File: src/rtl/rr_quiescer_if.sv
// rr_quiescer_if: stream bundle around a reconfigurable-region quiescer.
//
// Groups the three data links the quiescer touches plus the engine busy hint:
//   c_*    upstream producer -> quiescer (consumer side of the region boundary)
//   e_c_*  quiescer -> engine input
//   e_p_*  engine output -> quiescer
//   p_*    quiescer -> downstream consumer
//   e_busy engine still holds state not yet visible on its outputs
// Modports:
//   slave  - the quiescer's view
//   master - the surrounding environment (producer, engine, consumer)
interface rr_quiescer_if #(
   parameter int unsigned DW = 32
) ();

   logic          c_prdy;
   logic          c_crdy;
   logic          c_cerr;
   logic [DW-1:0] c_data;

   logic          e_c_prdy;
   logic          e_c_crdy;
   logic          e_c_cerr;
   logic [DW-1:0] e_c_data;

   logic          e_p_prdy;
   logic          e_p_crdy;
   logic [DW-1:0] e_p_data;

   logic          p_prdy;
   logic          p_crdy;
   logic [DW-1:0] p_data;

   logic          e_busy;

   modport slave (
      input  c_prdy, c_data, e_c_crdy, e_c_cerr, e_p_prdy, e_p_data, p_crdy, e_busy,
      output c_crdy, c_cerr, e_c_prdy, e_c_data, e_p_crdy, p_prdy, p_data
   );

   modport master (
      output c_prdy, c_data, e_c_crdy, e_c_cerr, e_p_prdy, e_p_data, p_crdy, e_busy,
      input  c_crdy, c_cerr, e_c_prdy, e_c_data, e_p_crdy, p_prdy, p_data
   );

endinterface

File: src/rtl/rr_quiescer.sv
// rr_quiescer: region-side responder to the reconfiguration manager's
// rc_reqn/rc_ackn handshake.
//
// On a request, new input is blocked, in-flight items are allowed to drain
// out of the engine, a settle interval elapses, and then rc_ackn is driven low
// so the manager may isolate and reconfigure the region. Releasing rc_reqn
// resumes zero-latency pass-through.
//
// Ports:
//   clk          system clock
//   rstn         asynchronous active-low reset
//   rc_reqn      reconfiguration request (active-low, synchronous to clk)
//   rc_ackn      acknowledge (active-low, registered; low exactly in ACKED)
//   bus          stream bundle (rr_quiescer_if.slave)
//   outstanding  items accepted by the engine but not yet emitted
//   rc_tmo       drain-timeout flag
//
// Build option: define RC_TIMEOUT_EN to add a drain timeout of TIMEOUT_CYC
// cycles that forces ACKED and raises rc_tmo. Without it rc_tmo is tied 0
// and DRAIN may wait indefinitely.
module rr_quiescer #(
   parameter int unsigned DW          = 32,
   parameter int unsigned CW          = 4,
   parameter int unsigned SETTLE_CYC  = 4,
   parameter int unsigned TIMEOUT_CYC = 1024
) (
   input  logic          clk,
   input  logic          rstn,
   input  logic          rc_reqn,
   output logic          rc_ackn,
   rr_quiescer_if.slave  bus,
   output logic [CW-1:0] outstanding,
   output logic          rc_tmo
);

   localparam int unsigned SW = (SETTLE_CYC > 1) ? $clog2(SETTLE_CYC) : 1;
   localparam logic [SW-1:0] SETTLE_LOAD = (SETTLE_CYC > 0) ? SW'(SETTLE_CYC - 1) : '0;

   typedef enum logic [1:0] {
      StRun,
      StDrain,
      StSettle,
      StAcked
   } state_e;

   state_e         state_q, state_d;
   logic [SW-1:0]  settle_q, settle_d;
   logic [CW-1:0]  outstanding_q, outstanding_d;
   logic           rc_ackn_q;

   logic           in_gate;
   logic           out_gate;
   logic           in_xfer;
   logic           out_xfer;
   logic           drained;
   logic           tmo_hit;

   logic [DW-1:0]  fwd_data;
   logic [DW-1:0]  ret_data;

   // Gates and transfer qualifiers
   assign in_gate  = (state_q == StRun) && (outstanding_q != '1);
   assign out_gate = (state_q != StAcked);
   assign in_xfer  = bus.c_prdy & bus.e_c_crdy & in_gate;
   assign out_xfer = bus.e_p_prdy & bus.p_crdy & out_gate;

   // Engine is empty only when nothing is counted, nothing is hidden inside
   // it and nothing is waiting on its output.
   assign drained  = (outstanding_q == '0) & ~bus.e_busy & ~bus.e_p_prdy;

   assign fwd_data = bus.c_data;
   assign ret_data = bus.e_p_data;

`ifdef RC_TIMEOUT_EN
   localparam int unsigned TW = $clog2(TIMEOUT_CYC + 1);

   logic [TW-1:0] tmo_cnt_q, tmo_cnt_d;
   logic          rc_tmo_q, rc_tmo_d;

   // Counts every cycle spent quiescing; it is held at zero in RUN, so each
   // request starts counting from DRAIN entry and a SETTLE->DRAIN bounce does
   // not restart the budget.
   assign tmo_hit = ((state_q == StDrain) || (state_q == StSettle)) &&
                    (tmo_cnt_q == TW'(TIMEOUT_CYC - 1));

   always_comb begin
      tmo_cnt_d = tmo_cnt_q;
      if (state_q == StRun) begin
         tmo_cnt_d = '0;
      end else if ((state_q == StDrain) || (state_q == StSettle)) begin
         tmo_cnt_d = tmo_cnt_q + 1'b1;
      end
   end

   always_comb begin
      rc_tmo_d = rc_tmo_q;
      if (state_d == StRun) begin
         rc_tmo_d = 1'b0;
      end else if (tmo_hit && (state_d == StAcked)) begin
         rc_tmo_d = 1'b1;
      end
   end

   always_ff @(posedge clk or negedge rstn) begin
      if (!rstn) begin
         tmo_cnt_q <= '0;
         rc_tmo_q  <= 1'b0;
      end else begin
         tmo_cnt_q <= tmo_cnt_d;
         rc_tmo_q  <= rc_tmo_d;
      end
   end

   assign rc_tmo = rc_tmo_q;
`else
   assign tmo_hit = 1'b0;
   assign rc_tmo  = 1'b0;
`endif

   // FSM: state register
   always_ff @(posedge clk or negedge rstn) begin
      if (!rstn) begin
         state_q   <= StRun;
         settle_q  <= '0;
         rc_ackn_q <= 1'b1;
      end else begin
         state_q   <= state_d;
         settle_q  <= settle_d;
         // Registered from next state so rc_ackn is low exactly in ACKED
         rc_ackn_q <= (state_d != StAcked);
      end
   end

   // FSM: next state
   always_comb begin
      state_d  = state_q;
      settle_d = settle_q;
      unique case (state_q)
         StRun: begin
            if (!rc_reqn) begin
               state_d = StDrain;
            end
         end
         StDrain: begin
            if (rc_reqn) begin
               state_d = StRun;
            end else if (tmo_hit) begin
               state_d = StAcked;
            end else if (drained) begin
               if (SETTLE_CYC == 0) begin
                  state_d = StAcked;
               end else begin
                  state_d  = StSettle;
                  settle_d = SETTLE_LOAD;
               end
            end
         end
         StSettle: begin
            if (rc_reqn) begin
               state_d = StRun;
            end else if (tmo_hit) begin
               state_d = StAcked;
            end else if (bus.e_busy || bus.e_p_prdy) begin
               // Engine woke up again; settle restarts after the next drain
               state_d = StDrain;
            end else if (settle_q == '0) begin
               state_d = StAcked;
            end else begin
               settle_d = settle_q - 1'b1;
            end
         end
         StAcked: begin
            if (rc_reqn) begin
               state_d = StRun;
            end
         end
         default: begin
            state_d = StRun;
         end
      endcase
   end

   // FSM: outputs and gated datapath
   always_comb begin
      bus.e_c_prdy = bus.c_prdy & in_gate;
      bus.c_crdy   = bus.e_c_crdy & in_gate;
      bus.c_cerr   = bus.e_c_cerr & (state_q == StRun);
      bus.e_c_data = fwd_data;
      bus.p_prdy   = bus.e_p_prdy & out_gate;
      bus.e_p_crdy = bus.p_crdy & out_gate;
      bus.p_data   = ret_data;
      rc_ackn      = rc_ackn_q;
      outstanding  = outstanding_q;
   end

   // Outstanding-item counter; saturation is prevented by in_gate and an
   // output at zero holds zero.
   always_comb begin
      outstanding_d = outstanding_q;
      if (in_xfer && !out_xfer) begin
         outstanding_d = outstanding_q + 1'b1;
      end else if (out_xfer && !in_xfer && (outstanding_q != '0)) begin
         outstanding_d = outstanding_q - 1'b1;
      end
   end

   always_ff @(posedge clk or negedge rstn) begin
      if (!rstn) begin
         outstanding_q <= '0;
      end else begin
         outstanding_q <= outstanding_d;
      end
   end

endmodule

File: src/flat_wrapper.sv
// flat-port wrapper written by rule: the top's interface ports become plain ports
module rr_quiescer_flat 
#(
   parameter int unsigned DW          = 32,
   parameter int unsigned CW          = 4,
   parameter int unsigned SETTLE_CYC  = 4,
   parameter int unsigned TIMEOUT_CYC = 1024
)
  (clk, rstn, rc_reqn, rc_ackn, outstanding, rc_tmo, bus_c_prdy, bus_c_data, bus_e_c_crdy, bus_e_c_cerr, bus_e_p_prdy, bus_e_p_data, bus_p_crdy, bus_e_busy, bus_c_crdy, bus_c_cerr, bus_e_c_prdy, bus_e_c_data, bus_e_p_crdy, bus_p_prdy, bus_p_data);
  rr_quiescer_if #(.DW(DW)) bus_i ();
  input  logic clk;
  input  logic rstn;
  input  logic rc_reqn;
  output logic rc_ackn;
  output logic [CW-1:0] outstanding;
  output logic rc_tmo;
  input wire logic [$bits(bus_i.c_prdy)-1:0] bus_c_prdy;
  input wire logic [$bits(bus_i.c_data)-1:0] bus_c_data;
  input wire logic [$bits(bus_i.e_c_crdy)-1:0] bus_e_c_crdy;
  input wire logic [$bits(bus_i.e_c_cerr)-1:0] bus_e_c_cerr;
  input wire logic [$bits(bus_i.e_p_prdy)-1:0] bus_e_p_prdy;
  input wire logic [$bits(bus_i.e_p_data)-1:0] bus_e_p_data;
  input wire logic [$bits(bus_i.p_crdy)-1:0] bus_p_crdy;
  input wire logic [$bits(bus_i.e_busy)-1:0] bus_e_busy;
  output wire logic [$bits(bus_i.c_crdy)-1:0] bus_c_crdy;
  output wire logic [$bits(bus_i.c_cerr)-1:0] bus_c_cerr;
  output wire logic [$bits(bus_i.e_c_prdy)-1:0] bus_e_c_prdy;
  output wire logic [$bits(bus_i.e_c_data)-1:0] bus_e_c_data;
  output wire logic [$bits(bus_i.e_p_crdy)-1:0] bus_e_p_crdy;
  output wire logic [$bits(bus_i.p_prdy)-1:0] bus_p_prdy;
  output wire logic [$bits(bus_i.p_data)-1:0] bus_p_data;
  assign bus_i.c_prdy = bus_c_prdy;
  assign bus_i.c_data = bus_c_data;
  assign bus_i.e_c_crdy = bus_e_c_crdy;
  assign bus_i.e_c_cerr = bus_e_c_cerr;
  assign bus_i.e_p_prdy = bus_e_p_prdy;
  assign bus_i.e_p_data = bus_e_p_data;
  assign bus_i.p_crdy = bus_p_crdy;
  assign bus_i.e_busy = bus_e_busy;
  assign bus_c_crdy = bus_i.c_crdy;
  assign bus_c_cerr = bus_i.c_cerr;
  assign bus_e_c_prdy = bus_i.e_c_prdy;
  assign bus_e_c_data = bus_i.e_c_data;
  assign bus_e_p_crdy = bus_i.e_p_crdy;
  assign bus_p_prdy = bus_i.p_prdy;
  assign bus_p_data = bus_i.p_data;
  rr_quiescer #(.DW(DW), .CW(CW), .SETTLE_CYC(SETTLE_CYC), .TIMEOUT_CYC(TIMEOUT_CYC)) u_core (.clk(clk), .rstn(rstn), .rc_reqn(rc_reqn), .rc_ackn(rc_ackn), .bus(bus_i), .outstanding(outstanding), .rc_tmo(rc_tmo));
endmodule
File: config.mk
export PLATFORM = sky130hd
export DESIGN_NAME = rr_quiescer_flat
export DESIGN_NICKNAME = d
export VERILOG_FILES = /design/src/rtl/rr_quiescer_if.sv /design/src/rtl/rr_quiescer.sv /design/src/flat_wrapper.sv
export SDC_FILE = /design/constraint.sdc
export NUM_CORES = 1
export LEC_CHECK = 0
export CORE_AREA = 10 10 75 77
export DETAILED_ROUTE_END_ITERATION = 10
export DIE_AREA = 0 0 85 87
export GPL_TIMING_DRIVEN = 0
export PLACE_DENSITY = 0.85
export SLEW_MARGIN = 20
export SYNTH_ARGS = -nofsm -noshare
export SYNTH_HDL_FRONTEND = slang
export SYNTH_SLANG_ARGS = --single-unit
File: constraint.sdc
create_clock -name clk -period 4.3 [get_ports clk]
set_input_delay 1.29 -clock clk [delete_from_list [all_inputs] [get_ports clk]]
set_output_delay 1.29 -clock clk [all_outputs]
set_load 0.02 [all_outputs]
# == Word level (Yosys, flattened, before mapping) ==
# Index checks and enable logic that the tools add are counted.
# totals
register_bits,9
inputBits,73
out_inout_bits,75
# op_classes
addsub,3
n_eq_ne,11
n_mux,16
n_bitwise,13
n_reduce_logical,14
# op_table
cell,n
$mux 2,12
$ne 2x2->1 const B,6
$and 1x1->1,11
$mux 4,2
$pmux 2 s4,1
$reduce_and 6->1,1
$add 4x1->4 const B,1
$eq 2x2->1 const B,2
$logic_and 1x1->1,4
$logic_not 2->1,2
$logic_not 4->1,1
$ne 4x4->1 const B,1
$pmux 2 s2,1
$reduce_bool 2->1,2
$reduce_bool 4->1,1
$sub 4x1->4 const B,1
$eq 2x1->1 const B,1
$logic_not 1->1,2
$ne 2x1->1 const B,1
$not 1->1,2
$sub 2x1->2 const B,1
$logic_or 1x1->1,1

# == Depth between registers and ports, before layout ==
# Gate-level depths: netlist of the first run.
# depth
ltp_word,8
ltp_mapped,8
mapped_depth_nobuf,7

# == Worst setup path before layout of the first run ==
# OpenSTA, ideal clock, no wires.
# synth_path
path_kind,input to register
start,in bus_p_crdy
end,"reg u_core.outstanding_q[3], in the netlist u_core.outstanding[3]"
setup_time_ns,0.071
arrival_time_ns,2.976
required_ns,4.229
setup_slack_ns,1.252
path_stages,7
path_buffers,0
path_cell_list,a21bo_1 -> o2111ai_1 -> ha_1 -> a21oi_1 -> nand2_1 -> or4_1 -> nand4_1
# synth_between
elab_chain_cells,5
elab_cells_between_ends,8
# synth_lines
item,line,source
"start, declared",flat_wrapper.sv:23,input wire logic [$bits(bus_i.p_crdy)-1:0] bus_p_crdy;
$and 1x1->1 * (2 in series),rr_quiescer.sv:65,assign out_xfer = bus.e_p_prdy & bus.p_crdy & out_gate;
$logic_not 1->1 or $logic_and 1x1->1 (tied branches),"rr_quiescer.sv:200, rr_quiescer.sv:202",
$logic_and 1x1->1 (on tied branches),"rr_quiescer.sv:200, rr_quiescer.sv:202",
$mux 4 or $reduce_bool 2->1 (tied branches),--,
"end signal, assigned",rr_quiescer.sv:211,outstanding_q <= outstanding_d;
"end, declared",rr_quiescer.sv:48,"logic [CW-1:0] outstanding_q, outstanding_d;"
# Every way passes the cells marked *; elsewhere a longest branch is shown, timed or not.
# A chain may end at the register's enable or synchronous reset.

# == Worst setup path in the final report of the first run ==
# layout_path
start,in bus_e_p_prdy
end,out bus_p_prdy
# layout_between
elab_chain_cells,1
# layout_lines
item,line,source
"start, declared",flat_wrapper.sv:21,input wire logic [$bits(bus_i.e_p_prdy)-1:0] bus_e_p_prdy;
$and 1x1->1,rr_quiescer.sv:189,bus.p_prdy = bus.e_p_prdy & out_gate;
"end, declared",flat_wrapper.sv:30,output wire logic [$bits(bus_i.p_prdy)-1:0] bus_p_prdy;
# No other way between the ends.

==> results.sh, run 1 <==
export IMPL_final_common_cell="clkdlybuf4s50_1"
export IMPL_areaGrowthSynthToFinish_pct=85.8
export IMPL_start_kind="input port"
export IMPL_setup_viol_count_final=0
export IMPL_drt_initial_drc_count=33
export IMPL_cts_root_buffer_cell="clkbuf_8"
export IMPL_synth_area_leaders="buf_4, dfrtp_1, ha_1"
export IMPL_insertedDiodeCount=0
export IMPL_final_area_um2=2020
export IMPL_grt_usage=0.0987
export IMPL_run_status="complete, no violations"
export IMPL_maximum_number_of_pins_on_one_net_before_global_route_repair=10
export IMPL_place_congestion=0.723
export IMPL_post_cts_resized=0
export IMPL_minimum_clock_period_ns=3.98
export IMPL_die_width_um=85
export IMPL_clk_transition_reported_paths_ns=0.04
export IMPL_placedInstanceArea_um2=1970
export IMPL_clock_latency_ns=0.23
export IMPL_cts_max_level=1
export IMPL_slowest_cell_on_the_critical_path="clkdlybuf4s50_1"
export IMPL_placementRows=24
export IMPL_ir_drop_mv=0.0945
export IMPL_design_die_area_um2=7400
export IMPL_dpl_hpwl_um=3720
export IMPL_final_net_count=291
export IMPL_setup_repair_after_global_routing_missed_its_margin="false"
export IMPL_path_cells="clkdlybuf4s50_1, inv_1, a21oi_1, clkdlybuf4s50_1"
export IMPL_num_vias=1107
export IMPL_post_cts_setup_buffers=0
export IMPL_total_nets_after_synthesis=204
export IMPL_tritoncts="yes"
export IMPL_maxSlewViolCount=0
export IMPL_drv_max_cap_violation_count=0
export IMPL_power_density_nw_per_um2=298
export IMPL_hold_viol=0
export IMPL_ys_warn_count=0
export IMPL_cp_end_kind="output pin"
export IMPL_cp_slowest_stage_delay_ns=0.63
export IMPL_vias_per_cell=4.18
export IMPL_yosys_area_top_type_share=0.450
export IMPL_syn_cell_area_um2=1080
export IMPL_clock_tree_buffer_depth=2
export IMPL_total_power_uw=601
export IMPL_leakage_component_of_the_power_uw=0.000928
export IMPL_synthesis_area_per_instance_um2=8.54
export IMPL_detail_route_wirelength_um=4020
export IMPL_timing_max_slew_rel_slack=0.602
export IMPL_critPathKind="input port to output pin"
export IMPL_worst_hold_startpoint="u_core.settle_q[0]"
export IMPL_finalClockSkew_ns=0.00162
export IMPL_input_output_buffers=82
export IMPL_globalRouteOverflowTotal=0
export IMPL_min_delay_path_class="register to register"
export IMPL_ant_nets=0
export IMPL_fin_hold_ws_ns=0.539
export IMPL_n_fill_cell=438
export IMPL_die_height_um=87
export IMPL_worst_pin_slew_ns=0.596
export IMPL_cts_sink_count=9
export IMPL_final_period_utilization=0.924
export IMPL_starting_density_of_the_core=0.256
export IMPL_cts_hold_repair_buffers=0
export IMPL_worstSetupStartpoint="bus_e_p_prdy"
export IMPL_synth_area_leader_cell="buf_4"
export IMPL_yosysUniqueCellTypes=33
export IMPL_finalSetupTns_ns=0
export IMPL_pin_count=148
export IMPL_drc=0
export IMPL_mostFrequentLayoutCells="clkdlybuf4s50_1, buf_4, dfrtp_1"
export IMPL_crit_path_max_fo=4
export IMPL_ys_seq_elements=9
export IMPL_maximum_clock_frequency_ghz=0.252
export IMPL_floorplan_core_area_um2=4230
export IMPL_cp_arrival_ns=2.69
export IMPL_post_route_cells_drive_above_1_share=0.357
export IMPL_post_drt_wl_per_cell_um=15.2
export IMPL_first_pass_grt_wire_length_um=6080
export IMPL_drt_pass1_iterations=6
export IMPL_worstPathRequired_ns=3.01
export IMPL_first_global_vias=1278
export IMPL_initial_antenna_violation_count=0
export IMPL_post_synth_inst_count=127
export IMPL_crit_reg2reg_launch="u_core.state_q[0]"
export IMPL_seq_area_frac_synth=0.209
export IMPL_worst_path_most_repeated_cell="clkdlybuf4s50_1"
export IMPL_cts_buffers_inserted=3
-- flip-flops by register name, summed over array words and instances (netlist names) --
name	cells
u_core.settle_q	2
u_core.rc_ackn	1
u_core.outstanding	4
u_core.state_q	2
-- per-stage QoR --
| stage | setup WS, ns | utilization | instances |
|---|---|---|---|
| floorplan | 1.25 | - | 127 |
| finish | 0.325 | 0.476 | 265 |
| global route | 0.233 | 0.476 | 265 |
| global placement | 0.333 | 0.465 | 261 |
| CTS | 0.314 | 0.476 | 265 |
| detailed placement | 0.329 | 0.465 | 261 |
-- cells in the mapped netlist --
master,number
buf_4,65
dfrtp_1,8
nor2_1,6
inv_1,5
a21oi_1,3
ha_1,3
and2_1,2
and3_1,2
mux2_2,2
nand2_1,2
nand3_1,2
nand4_1,2
nor3_1,2
nor4_1,2
o2111ai_1,2
xor2_1,2
a21bo_1,1
a21o_1,1
a22oi_1,1
a2bb2oi_1,1
a31oi_1,1
and3_2,1
buf_6,1
conb_1,1
dfstp_2,1
fa_1,1
nor3b_1,1
o21ai_2,1
o2bb2ai_1,1
or3_1,1
or3_4,1
or3b_2,1
or4_1,1
-- per-layer routing --
metal / track usage / part of all wire / up-vias
met5: 0 / 0 / -
li1: - / - / 527
met2: 0.163 / 0.47 / 94
met3: 0.0899 / 0.21 / 2
met1: 0.0876 / 0.31 / 484
met4: 0.0225 / 0.0090 / 0
-- path summary, 6_finish.rpt --
check,endpoint,depth (start not counted),slack (ns)
hold reg to reg,u_core.settle_q[0],2,0.54
setup reg to reg,u_core.outstanding[3],8,1.82
hold / removal,u_core.settle_q[0],2,0.54
max in group asynchronous,u_core.rc_ackn,1,2.61
min in group asynchronous,u_core.outstanding[0],1,1.37
setup / recovery,bus_p_prdy,4,0.32
-- area by class of cell --
cell class                 instances  area (um^2)  share of cell area
buffer                            66          499               0.248
sequential                         9          226               0.112
clock buffer                       4         45.0              0.0223
multi-input combinational         47          340               0.169
inverter                           5         18.8             0.00931
tap                               52         65.1              0.0323
timing repair buffer              82          821               0.407
-- worst max-delay path, delay by kind of cell --
kind	cells	cell delay, ns
compound gates	1	0.13
buf+inv	3	1.27
-- logic make-up after synthesis --
group                      Yosys count  share of synthesized area
buffers and inverters               71                      0.478
and+or+nand+nor                     26                      0.137
AOI/OAI and AO/OA                   12                     0.0831
DFF                                  9                      0.209
adders and majority gates            4                     0.0531
xor gates and xnor gates             2                     0.0162
muxes                                2                     0.0208
other                                1                    0.00346
-- where the power goes --
part	total, uW	internal, uW	switching [uW]
registers	149	112	36.6
clock network	95.7	64.4	31.3
logic	357	193	164
total	601	369	232
No activity file was read; power rests on OpenSTA's default activity.
==> inputs of run 2 (changes only) <==
REMOVE_ABC_BUFFERS = 1   (was default)
==> results.sh, run 2 (synthesis results as in run 1) <==
export IMPL_run_status="complete, no violations"
export IMPL_layout_area_seq_um2=226
export IMPL_worst_pin_slew_ns=0.561
export IMPL_clock_tree_buffer_depth=2
export IMPL_switchingPower_uw=178
export IMPL_slowest_cell_on_the_critical_path="clkdlybuf4s50_1"
export IMPL_power_share_clock=0.223
export IMPL_post_route_cells_drive_above_1_share=0.120
export IMPL_cts_buffers_inserted=3
export IMPL_post_cts_resized=0
export IMPL_power_frac_seq=0.331
export IMPL_cts_hold_repair_buffers=0
export IMPL_first_pass_grt_wire_length_um=5750
export IMPL_setup_viol_count_final=0
export IMPL_dpl_hpwl_um=3770
export IMPL_start_kind="input port"
export IMPL_grt_usage=0.110
export IMPL_drv_max_cap_violation_count=0
export IMPL_globalRouteOverflowTotal=0
export IMPL_maximum_number_of_pins_on_one_net_before_global_route_repair=10
export IMPL_post_drt_wl_per_cell_um=32.3
export IMPL_worst_path_most_repeated_cell="clkdlybuf4s50_1"
export IMPL_vias_per_cell=4.90
export IMPL_areaGrowthSynthToFinish_pct=-19.3
export IMPL_critPathKind="input port to output pin"
export IMPL_initial_antenna_violation_count=0
export IMPL_pin_count=148
export IMPL_internal_power_uw=280
export IMPL_worstPathRequired_ns=3.01
export IMPL_ir_drop_mv=0.103
export IMPL_placedInstanceArea_um2=831
export IMPL_final_net_count=161
export IMPL_finalSetupTns_ns=0
export IMPL_hold_viol=0
export IMPL_insertedDiodeCount=0
export IMPL_n_fill_cell=467
export IMPL_drt_pass1_iterations=2
export IMPL_tritoncts="yes"
export IMPL_mostFrequentLayoutCells="clkdlybuf4s50_1, dfrtp_1, nor2_1"
export IMPL_ant_nets=0
export IMPL_cts_root_buffer_cell="clkbuf_8"
export IMPL_cp_slowest_stage_delay_ns=0.64
export IMPL_worstPathBufferInverterCount=3
export IMPL_footprint_of_the_multi_input_gates_um2=340
export IMPL_final_common_cell="clkdlybuf4s50_1"
export IMPL_maximum_clock_frequency_ghz=0.251
export IMPL_minimum_clock_period_ns=3.98
export IMPL_floorplan_core_area_um2=4230
export IMPL_largest_register_ff_count=4
export IMPL_maxSlewViolCount=0
export IMPL_timing_max_slew_rel_slack=0.626
export IMPL_design_die_area_um2=7400
export IMPL_final_period_utilization=0.925
export IMPL_detail_route_wirelength_um=4370
export IMPL_die_width_um=85
export IMPL_power_density_nw_per_um2=523
export IMPL_path_cells="clkdlybuf4s50_1, inv_1, a21oi_1, clkdlybuf4s50_1"
export IMPL_setup_repair_after_global_routing_missed_its_margin="false"
export IMPL_finalClockSkew_ns=0.0118
export IMPL_clk_transition_reported_paths_ns=0.04
export IMPL_cp_end_kind="output pin"
export IMPL_post_cts_setup_buffers=0
export IMPL_cp_arrival_ns=2.69
export IMPL_cts_sink_count=9
export IMPL_final_area_um2=876
export IMPL_min_delay_path_class="register to register"
export IMPL_drt_initial_drc_count=38
export IMPL_first_global_vias=721
export IMPL_combinationalPowerShare=0.446
export IMPL_cp_top_family="buffers and inverters"
export IMPL_num_vias=662
export IMPL_input_output_buffers=18
export IMPL_switching_share=0.388
export IMPL_starting_density_of_the_core=0.256
export IMPL_die_height_um=87
export IMPL_place_congestion=0.741
export IMPL_leakage_component_of_the_power_uw=0.000358
export IMPL_drc=0
export IMPL_cts_max_level=1
export IMPL_placementRows=24
export IMPL_crit_path_max_fo=4
export IMPL_clock_latency_ns=0.24
-- run 2: changes by cell type in the layout (fill, tap and decap cells not counted), sizes merged --
cell and delta:
clkdlybuf4s50 -64, buf -66
-- run 2: power by group through the flow --
| stage | Clock, uW | Sequential, uW | Combinational [uW] |
|---|---|---|---|
| global placement | 0 | 150 | 196 |
| CTS | 104 | 153 | 207 |
| floorplan | 0 | 167 | 104 |
| global route | 108 | 159 | 230 |
| detailed placement | 0 | 154 | 207 |
| finish | 102 | 152 | 204 |
-- run 2: final timing paths --
check / slack [ns] / startpoint / end / cells past startpoint
max: 0.32 / bus_e_p_prdy / bus_p_prdy / 4
min: 0.53 / u_core.settle_q[0] / u_core.settle_q[0] / 2
max reg2reg: 1.85 / u_core.state_q[0] / u_core.outstanding[3] / 7
min reg2reg: 0.53 / u_core.settle_q[0] / u_core.settle_q[0] / 2
max in group asynchronous: 2.60 / rstn / u_core.rc_ackn / 1
min in group asynchronous: 1.35 / rstn / u_core.outstanding[1] / 1
-- run 2: area by class of cell --
cell class / instances / area share
Multi-Input combinational cell: 47 / 0.389
Sequential cell: 9 / 0.259
Timing Repair Buffer: 18 / 0.206
Tap cell: 52 / 0.0743
Clock buffer: 4 / 0.0514
Inverter: 5 / 0.0214
-- run 2: metal layers --
layer	track usage	up-vias	part of all wire
met5	0	-	0
met4	0.105	0	0.088
met3	0.117	21	0.24
met2	0.148	87	0.40
met1	0.0876	288	0.27
li1	-	266	-
-- run 2: stage by stage --
stage               utilization  setup slack, ns  hold slack (ns)  power (uW)  cells
floorplan                     -             1.25            0.500         272     61
global placement          0.196            0.325            0.518         345    131
detailed placement        0.196            0.333            0.535         361    131
CTS                       0.207            0.327            0.542         465    135
global route              0.207            0.259            0.578         496    135
finish                    0.207            0.321            0.534         458    135
-- run 2: worst reg2reg max path, stage by stage, from the launching register on --
cell and delay [ns]:
dfrtp_1 0.45, nor2_1 0.32, o2111ai_1 0.37, ha_1 0.44
a21oi_1 0.20, nand2_1 0.11, or4_1 0.40, nand4_1 0.10
